--- src/rtl/sipo_deserializer.sv ---
// sipo_deserializer: serial-in/parallel-out word assembler with held output and valid/ready flow control
module sipo_deserializer #(
    parameter int WIDTH     = 8,
    parameter bit MSB_FIRST = 1'b1,
    parameter int CW        = $clog2(WIDTH)
) (
    input  logic             clk,
    input  logic             reset,
    input  logic             serial_in,
    input  logic             serial_valid,
    output logic             in_ready,
    input  logic             clear,
    output logic [WIDTH-1:0] parallel_out,
    output logic             out_valid,
    input  logic             out_ready,
    output logic [CW-1:0]    bit_count
);
    localparam logic [CW-1:0] LAST = CW'(WIDTH - 1);
    logic [WIDTH-1:0] sh;
    logic [WIDTH-1:0] sh_next;
    logic             accept;
    logic             last;
    assign last     = bit_count == LAST;
    assign in_ready = !clear && !(out_valid && last);
    assign accept   = serial_valid && in_ready;
    // next partial word with the incoming bit merged at the configured end
    always_comb sh_next = MSB_FIRST ? {sh[WIDTH-2:0], serial_in} : {serial_in, sh[WIDTH-1:1]};
    // shift/count, publish a completed word, and retire it on consume
    always_ff @(posedge clk or posedge reset) begin
        if (reset) begin
            sh           <= '0;
            bit_count    <= '0;
            parallel_out <= '0;
            out_valid    <= 1'b0;
        end else begin
            if (out_valid && out_ready)
                out_valid <= 1'b0;
            if (clear) begin
                sh        <= '0;
                bit_count <= '0;
            end else if (accept && last) begin
                parallel_out <= sh_next;
                out_valid    <= 1'b1;
                sh           <= '0;
                bit_count    <= '0;
            end else if (accept) begin
                sh        <= sh_next;
                bit_count <= bit_count + CW'(1);
            end
        end
    end
endmodule

--- config.mk ---
export PLATFORM = sky130hd
export DESIGN_NAME = sipo_deserializer
export DESIGN_NICKNAME = d
export VERILOG_FILES = /design/src/rtl/sipo_deserializer.sv
export SDC_FILE = /design/constraint.sdc
export NUM_CORES = 1
export LEC_CHECK = 0
export ABC_AREA = 1
export BUFFER_PORTS_ARGS = -buffer_cell sky130_fd_sc_hd__buf_2
export CAP_MARGIN = 20
export CORE_AREA = 2 2 52 54
export DETAILED_ROUTE_END_ITERATION = 8
export DIE_AREA = 0 0 54 56
export PLACE_DENSITY = 0.55
export SETUP_SLACK_MARGIN = 0.05
export SLEW_MARGIN = 25
export SYNTH_ARGS = -nofsm -noshare
export SYNTH_HDL_FRONTEND = slang
export SYNTH_SLANG_ARGS = --single-unit
export TNS_END_PERCENT = 5
--- constraint.sdc ---
create_clock -name clk -period 2 [get_ports clk]
set_input_delay 0.2 -clock clk [delete_from_list [all_inputs] [get_ports clk]]
set_output_delay 0.2 -clock clk [all_outputs]
set_load 0.01 [all_outputs]
==> results.yml, run 1 <==
outcome:
  status: "complete, no violations"
logic_synthesis:
  synth_area_per_cell_um2: 8.96
  yosys_warnings: 0
  syn_area_um2: 825
  netlist-cell-type-count: 14
  synth_cells: 92
  synth_fp_nets: 100
  ys_seq_elements: 19
  ys_seq_area_share_pct: 57.7
finish:
  layout_common_cells: "nand2_1, dfrtp_1, buf_2, inv_1"
  fin_cells: 144
  final_common_cell: "nand2_1"
  design_area_um2: 983
  fill_cells: 256
  area_growth_syn_to_layout_pct: 19.3
  antennaDiodeCount: 0
  nets: 123
  drive_gt1_share_pct: 26.3
  fin_util_pct: 40.4
placement:
  io_buffers: 18
  pre_cts_slack_ns: 0.403
  place.gp.congestion: 0.711
  place_area_um2: 952
  placedCellCount: 140
  dp_hpwl_mm: 1.15
floorplanning:
  initial_core_util_pct: 33.9
  fp.dieH_um: 56
  coreArea_mm2: 0.00243
  fp-row-count: 18
  io_pins: 19
  die-area_mm2: 0.00302
  die_w_um: 54
power_and_ir_drop:
  ir_drop_mv: 0.232
  internal-power_mw: 0.522
  design_power_total_mw: 0.719
  power_frac_seq_pct: 58.5
  power_frac_comb_pct: 15.0
  netSwitchingFraction_pct: 27.4
  power_leakage_nw: 0.605
  powerDensity_mw_per_mm2: 731
  netSwitchingPower_mw: 0.197
  clkPwrFrac_pct: 26.4
timing:
  slew_violations: 0
  worstMarginPinSlew_ns: 0.724
  setup_tns_ns: 0
  slew_headroom_pct: 51.7
  finalCritPeriodShare_pct: 89.2
  rsz0062_at_grt: "no"
  worst_clock_skew_ns: 0.00559
  layout_setup_ws_ns: 0.216
  period_needed_ns: 1.78
  finalHoldViolCount: 0
  fmax_ghz: 0.560
  hold_slack_ns: 0.00907
  setup_viol: 0
clock_network:
  clk_pin_slew_ns: 0.11
  cts_tree: "done"
  postCtsSetupBuffers: 0
  clockRootBuffer: "clkbuf_4"
  htree_levels: 1
  cts_inserted_buffers: 3
  insertion_delay_ns: 0.29
  ctsHoldBuffers: 0
  cts_buffer_depth: 2
  cts.sinks: 19
  cts.repair.resized: 0
grt:
  grt_max_degree: 20
  grt_pass1_vias: 620
  grt.total_usage_pct: 12.4
  grt_antenna_before_repair: 0
  grt_overflow: 0
  grt_pass1_wl_mm: 2.78
setup_path:
  required_ns: 1.80
  crit_type: "reg -> out"
  worst-r2r-setup-slack_ns: 0.39
  cp_max_fo: 6
  r2r_cells: 7
  start_kind: "flip-flop"
  worstPathArrival_ns: 1.58
  r2r-end: "parallel_out[4]$_DFFE_PP0P_"
  end_kind: "output pin"
  r2r_start: "bit_count[0]$_DFFE_PP0P_"
detailed_routing:
  routedWlPerCell_um: 10.8
  viasPerCell: 4.49
  vias: 646
  wl_mm: 1.55
  ant_nets: 0
  drt_iter0_markers: 17
  drc: 0
  first_pass_iters: 4
min_path:
  hold_path.class: "in -> async"
job:
  maxCapViolCount: 0
==> kinds of logic after synthesis <==
group                    share of synthesized area (%)
adder cells (fa/ha/maj)                           3.03
flip-flops                                        57.7
AND/OR/NAND/NOR                                   32.9
buffers and inverters                             3.19
AO/OA/AOI/OAI                                     3.19
==> registers in the layout, summed over array words and instances (netlist names) <==
signal        count
bit_count         3
out_valid         1
sh                7
parallel_out      8
==> area by class of cell <==
class                           instances  area [um^2]  share of cell area (%)
Clock buffer                            3         22.5                    2.29
Clock inverter                          1         5.00                   0.509
Inverter                                7         26.3                    2.67
Multi-Input combinational cell         66          327                    33.2
Sequential cell                        19          475                    48.3
Tap cell                               30         37.5                    3.82
Timing Repair Buffer                   18         90.1                    9.16
==> cell usage after synthesis <==
| cell type | count | area (um^2) |
|---|---|---|
| a21oi_1 | 1 | 5.00 |
| a21oi_4 | 1 | 16.3 |
| dfrtp_1 | 19 | 475 |
| ha_1 | 2 | 25.0 |
| inv_1 | 7 | 26.3 |
| nand2_1 | 50 | 188 |
| nand2_4 | 1 | 11.3 |
| nand3_1 | 2 | 10.0 |
| nand3_2 | 1 | 10.0 |
| nand4_2 | 1 | 12.5 |
| nor2_1 | 3 | 11.3 |
| nor2_2 | 1 | 6.26 |
| nor2_4 | 2 | 22.5 |
| o21ai_0 | 1 | 5.00 |
==> worst max-delay path, cell delays in order (launching register included) <==
cell and delay (ns):
dfrtp_1 0.42, ha_1 0.20, ha_1 0.30, a21oi_2 0.22, buf_2 0.15
==> power by group through the flow <==
stage          registers, mW  clock network [mW]  logic, mW
2_1_floorplan          0.436                   0     0.0605
3_3_place_gp           0.428                   0      0.111
3_5_place_dp           0.429                   0      0.110
4_1_cts                0.421               0.199      0.110
5_1_grt                0.424               0.221      0.127
6_report               0.421               0.190      0.108
==> how the worst max path moves through the flow <==
stage          slack (ns)                      from                     endpoint  cells after the start
6_report             0.22  bit_count[0]$_DFFE_PP0P_                     in_ready                      4
5_1_grt              0.12  bit_count[0]$_DFFE_PP0P_                     in_ready                      4
4_1_cts              0.14  bit_count[0]$_DFFE_PP0P_                     in_ready                      4
3_5_place_dp         0.40  bit_count[0]$_DFFE_PP0P_  parallel_out[4]$_DFFE_PP0P_                      7
3_3_place_gp         0.44  bit_count[0]$_DFFE_PP0P_  parallel_out[4]$_DFFE_PP0P_                      7
2_1_floorplan        0.50  bit_count[0]$_DFFE_PP0P_  parallel_out[0]$_DFFE_PP0P_                      7
==> per-layer routing <==
layer	vias up	GRT usage (%)	part of all wire, %
met3	2	3.23	3.9
met4	0	6.43	1.7
met5	-	0	0
met1	304	16.6	52
li1	329	-	-
met2	11	18.1	43
No activity file was read; power rests on OpenSTA's default activity.
==> run 2, diff against run 1 <==
==> constraint.sdc (replaced) <==
create_clock -name clk -period 2 [get_ports clk]
set_input_delay 0.5 -clock clk [delete_from_list [all_inputs] [get_ports clk]]
set_output_delay 0.5 -clock clk [all_outputs]
set_load 0.01 [all_outputs]
==> results.yml, run 2 (synthesized netlist as in run 1, its figures left out) <==
clock_network:
  cts_inserted_buffers: 3
  cts_tree: "done"
  cts.sinks: 19
  ctsHoldBuffers: 0
  htree_levels: 1
  cts_buffer_depth: 2
  insertion_delay_ns: 0.29
  clk_pin_slew_ns: 0.11
  clockRootBuffer: "clkbuf_4"
setup_path:
  cp_max_fo: 3
  worstPathArrival_ns: 1.37
  r2r_cells: 8
  crit_path_start: "bit_count[0]$_DFFE_PP0P_"
  start_kind: "flip-flop"
  crit_type: "reg -> out"
  r2r-end: "parallel_out[5]$_DFFE_PP0P_"
  r2r_start: "bit_count[0]$_DFFE_PP0P_"
  worst-r2r-setup-slack_ns: 0.41
  end_kind: "output pin"
  required_ns: 1.50
finish:
  nets: 127
  antennaDiodeCount: 0
  area_growth_syn_to_layout_pct: 23.2
  largest_reg_flops: 8
  final_common_cell: "nand2_1"
  layout_common_cells: "nand2_1, dfrtp_1, buf_2, inv_1, buf_4"
  regMostFlops: "parallel_out"
  drive_gt1_share_pct: 29.7
  reg.largest.list: "parallel_out: 8 flops, sh: 7 flops, bit_count: 3 flops"
timing:
  setup_tns_ns: 0
  finalHoldViolCount: 0
  slew_headroom_pct: 81.8
  slew_violations: 0
  period_needed_ns: 1.87
  finalCritPeriodShare_pct: 93.5
  fmax_ghz: 0.535
  worst_clock_skew_ns: 0.00428
  setup_viol: 0
  rsz0062_at_grt: "no"
  worstMarginPinSlew_ns: 0.272
  hold_slack_ns: 0.202
min_path:
  hold_path.class: "in -> async"
floorplanning:
  coreArea_mm2: 0.00243
  die-area_mm2: 0.00302
  die_w_um: 54
  io_pins: 19
  fp-row-count: 18
  initial_core_util_pct: 33.9
  fp.dieH_um: 56
power_and_ir_drop:
  internal-power_mw: 0.537
  netSwitchingFraction_pct: 27.6
  power_frac_comb_pct: 17.8
  power_leakage_nw: 0.622
  clkPwrFrac_pct: 26.0
  netSwitchingPower_mw: 0.205
  ir_drop_mv: 0.265
  power_frac_seq_pct: 56.1
  powerDensity_mw_per_mm2: 731
placement:
  io_buffers: 18
  place.gp.congestion: 0.769
  dp_hpwl_mm: 1.06
job:
  maxCapViolCount: 0
outcome:
  status: "complete, no violations"
grt:
  grt_overflow: 0
  grt_pass1_wl_mm: 2.64
  grt_max_degree: 20
  grt.total_usage_pct: 11.9
  grt_pass1_vias: 645
  grt_antenna_before_repair: 0
detailed_routing:
  drc: 0
  vias: 637
  viasPerCell: 4.30
  first_pass_iters: 6
  wl_mm: 1.53
  routedWlPerCell_um: 10.3
  ant_nets: 0
  drt_iter0_markers: 17
==> run 2: area by class of cell <==
cell class              count  area [um^2]
multi-input cells          66          329
clock buffers               3         22.5
repair buffers             22          120
well taps                  30         37.5
flip-flops and latches     19          475
clock inverters             1         5.00
inverters                   7         26.3
fillers                   246         1420
==> run 2: power by group through the flow <==
stage	clock (mW)	sequential, mW	combinational, mW
after detailed placement	0	0.428	0.113
after global routing	0.220	0.421	0.151
after floorplan	0	0.436	0.0605
after CTS	0.201	0.417	0.133
final	0.193	0.417	0.132
after global placement	0	0.427	0.112
==> run 2: worst max-delay path by stage <==
stage | endpoint | slack [ns] | cells after the start
2_1_floorplan | in_ready | 0.25 | 3
3_3_place_gp | in_ready | 0.37 | 4
3_5_place_dp | in_ready | 0.34 | 4
4_1_cts | in_ready | 0.07 | 4
5_1_grt | in_ready | 0.05 | 4
6_report | in_ready | 0.13 | 4
==> run 2: timing repair <==
action	in CTS	in global routing
cloned	0	0
setup buffers	1	1
resized for setup	1	1
setup endpoints to repair	1	1
pin swaps	0	1
==> run 2: layer usage <==
metal  part of all wire (%)  wire, um  up-vias  global-route usage [%]
met4                      0         0        0                    7.50
li1                       -         -      333                       -
met1                     47       718      291                    14.8
met2                     49       751       13                    18.6
met5                      0         0        -                       0
met3                    3.6        55        0                    1.61
==> run 2: through the flow <==
step	utilization [%]	cell area (um^2)	std cells	setup slack, ns	power [mW]
after floorplan	-	825	92	0.255	0.497
after global placement	39.8	967	142	0.367	0.539
after detailed placement	39.8	967	142	0.344	0.541
after CTS	41.4	1010	147	0.0714	0.751
after global routing	41.8	1020	148	0.0505	0.791
final	41.8	1020	148	0.129	0.742
==> run 2: worst max-delay path, cell delays in order, from the launching register on <==
cell,delay (ns)
dfrtp_1,0.40
ha_1,0.20
ha_2,0.18
a21oi_2,0.15
buf_2,0.15
==> run 3, diff against run 2 <==
Settings changed: PLACE_DENSITY 0.55 to 0.57.
Clock period 2 ns to 1.6 ns, I/O delays scaled along.
==> results.yml, run 3 (synthesized netlist as in run 1, its figures left out) <==
detailed_routing:
  viasPerCell: 4.38
  drt-met1-wl_um: 693
  wl_met3_um: 34
  routedWlPerCell_um: 11.0
  first_pass_iters: 4
  ant_nets: 0
  vias: 662
  drt_iter0_markers: 13
  wl_met2_um: 899
  wl_mm: 1.67
  drc: 0
  top_layer_used: "met4"
finish:
  seqCellArea_um2: 475
  multi_input_area_um2: 363
  fin_cells: 151
  fill_cells: 242
  nets: 130
  reg.largest.list: "parallel_out: 8 flops, sh: 7 flops, bit_count: 3 flops"
  largest_reg_flops: 8
  drive_gt1_share_pct: 32.2
  layout_common_cells: "nand2_1, dfrtp_1, buf_2, inv_1, buf_4"
  final_common_cell: "nand2_1"
  regMostFlops: "parallel_out"
  antennaDiodeCount: 0
  design_area_mm2: 0.00108
  fin_util_pct: 44.5
  area_growth_syn_to_layout_pct: 31.3
placement:
  placedCellCount: 142
  place_area_um2: 973
  pre_cts_slack_ns: 0.0819
  io_buffers: 18
  place.gp.congestion: 0.753
  dp_hpwl_mm: 1.12
outcome:
  status: "complete, but fails checks"
  violations: "setup timing"
grt:
  grt_pass1_wl_mm: 2.88
  grt_pass1_vias: 641
  grt.total_usage_pct: 13.3
  grt_overflow: 0
  grt_max_degree: 20
  grt_antenna_before_repair: 0
setup_path:
  worst-r2r-setup-slack_ns: 0.10
  worstPathArrival_ns: 1.36
  r2r_start: "bit_count[1]$_DFFE_PP0P_"
  crit_type: "reg -> out"
  crit_path_start: "bit_count[1]$_DFFE_PP0P_"
  end_kind: "output pin"
  required_ns: 1.20
  cp_max_fo: 3
  start_kind: "flip-flop"
timing:
  finalHoldViolCount: 0
  worstMarginPinSlew_ns: 0.276
  rsz0062_at_grt: "yes"
  setup_viol: 1
  period_needed_ns: 1.76
  worst_clock_skew_ns: 0.00738
  slew_violations: 0
  finalCritPeriodShare_pct: 110
  layout_setup_ws_ns: -0.159
  slew_headroom_pct: 81.6
  fmax_ghz: 0.569
floorplanning:
  initial_core_util_pct: 33.9
  io_pins: 19
  fp.dieH_um: 56
  die_w_um: 54
  die-area_mm2: 0.00302
  fp-row-count: 18
  coreArea_mm2: 0.00243
min_path:
  hold_path.class: "in -> async"
clock_network:
  cts_tree: "done"
  clk_pin_slew_ns: 0.11
  htree_levels: 1
  insertion_delay_ns: 0.29
  cts_inserted_buffers: 3
  cts.sinks: 19
  clockRootBuffer: "clkbuf_4"
  cts_buffer_depth: 2
job:
  maxCapViolCount: 0
power_and_ir_drop:
  power_leakage_nw: 0.627
  ir_drop_mv: 0.473
  powerDensity_mw_per_mm2: 859
## run 3: cell count changes in the layout (fill, tap and decap cells not counted)
cell	change
nand4_4	+1
nand4_2	-1
clkinv_2	-1
nand3_1	-1
ha_4	+1
buf_6	+3
ha_1	-1
clkbuf_1	+1
nand3_4	+1
## run 3: layer usage
metal | GRT usage, % | vias up
li1 | - | 341
met1 | 15.5 | 304
met2 | 22.1 | 13
met3 | 1.61 | 4
met4 | 8.57 | 0
met5 | 0 | -
## run 3: cell type report
cell class                 count  share of cell area [%]
timing repair buffer          25                    14.2
tap                           30                    3.47
sequential                    19                    43.9
clock buffer                   4                    2.43
inverter                       7                    2.43
multi-input combinational     66                    33.5
## run 3: worst paths after layout
kind | depth (start not counted) | endpoint
worst max-delay path | 4 | in_ready
worst min-delay path | 3 | parallel_out[5]$_DFFE_PP0P_
worst max register to register | 8 | parallel_out[0]$_DFFE_PP0P_
worst min register to register | 2 | parallel_out[1]$_DFFE_PP0P_
max in group asynchronous | 3 | bit_count[2]$_DFFE_PP0P_
min in group clk | 2 | out_valid$_DFF_PP0_
## run 3: worst max-delay path, stage by stage (launching register included)
cell     delay [ns]
dfrtp_1        0.41
ha_2           0.20
ha_4           0.16
a21oi_2        0.15
buf_2          0.15
## run 3: power by group
group	total [mW]	switching, mW	leakage [nW]	internal [mW]
Combinational	0.167	0.0926	0.350	0.0745
Clock	0.237	0.140	0.0150	0.0969
Sequential	0.526	0.0208	0.262	0.505
## run 3: what timing repair did
item                                    in CTS  in global routing
buffers inserted                             5                  0
gates resized for setup                      3                  5
endpoints found under the setup margin       1                 19
hold buffers                                 0                  0
pin swaps                                    3                 12
## run 3: through the flow
step / setup TNS [ns] / hold WS (ns) / power (mW)
floorplan: 0 / 0.351 / 0.622
global placement: 0 / 0.431 / 0.676
detailed placement: 0 / 0.438 / 0.678
CTS: -0.151 / 0.113 / 0.931
global route: -0.414 / 0.120 / 0.995
finish: -0.159 / 0.106 / 0.930
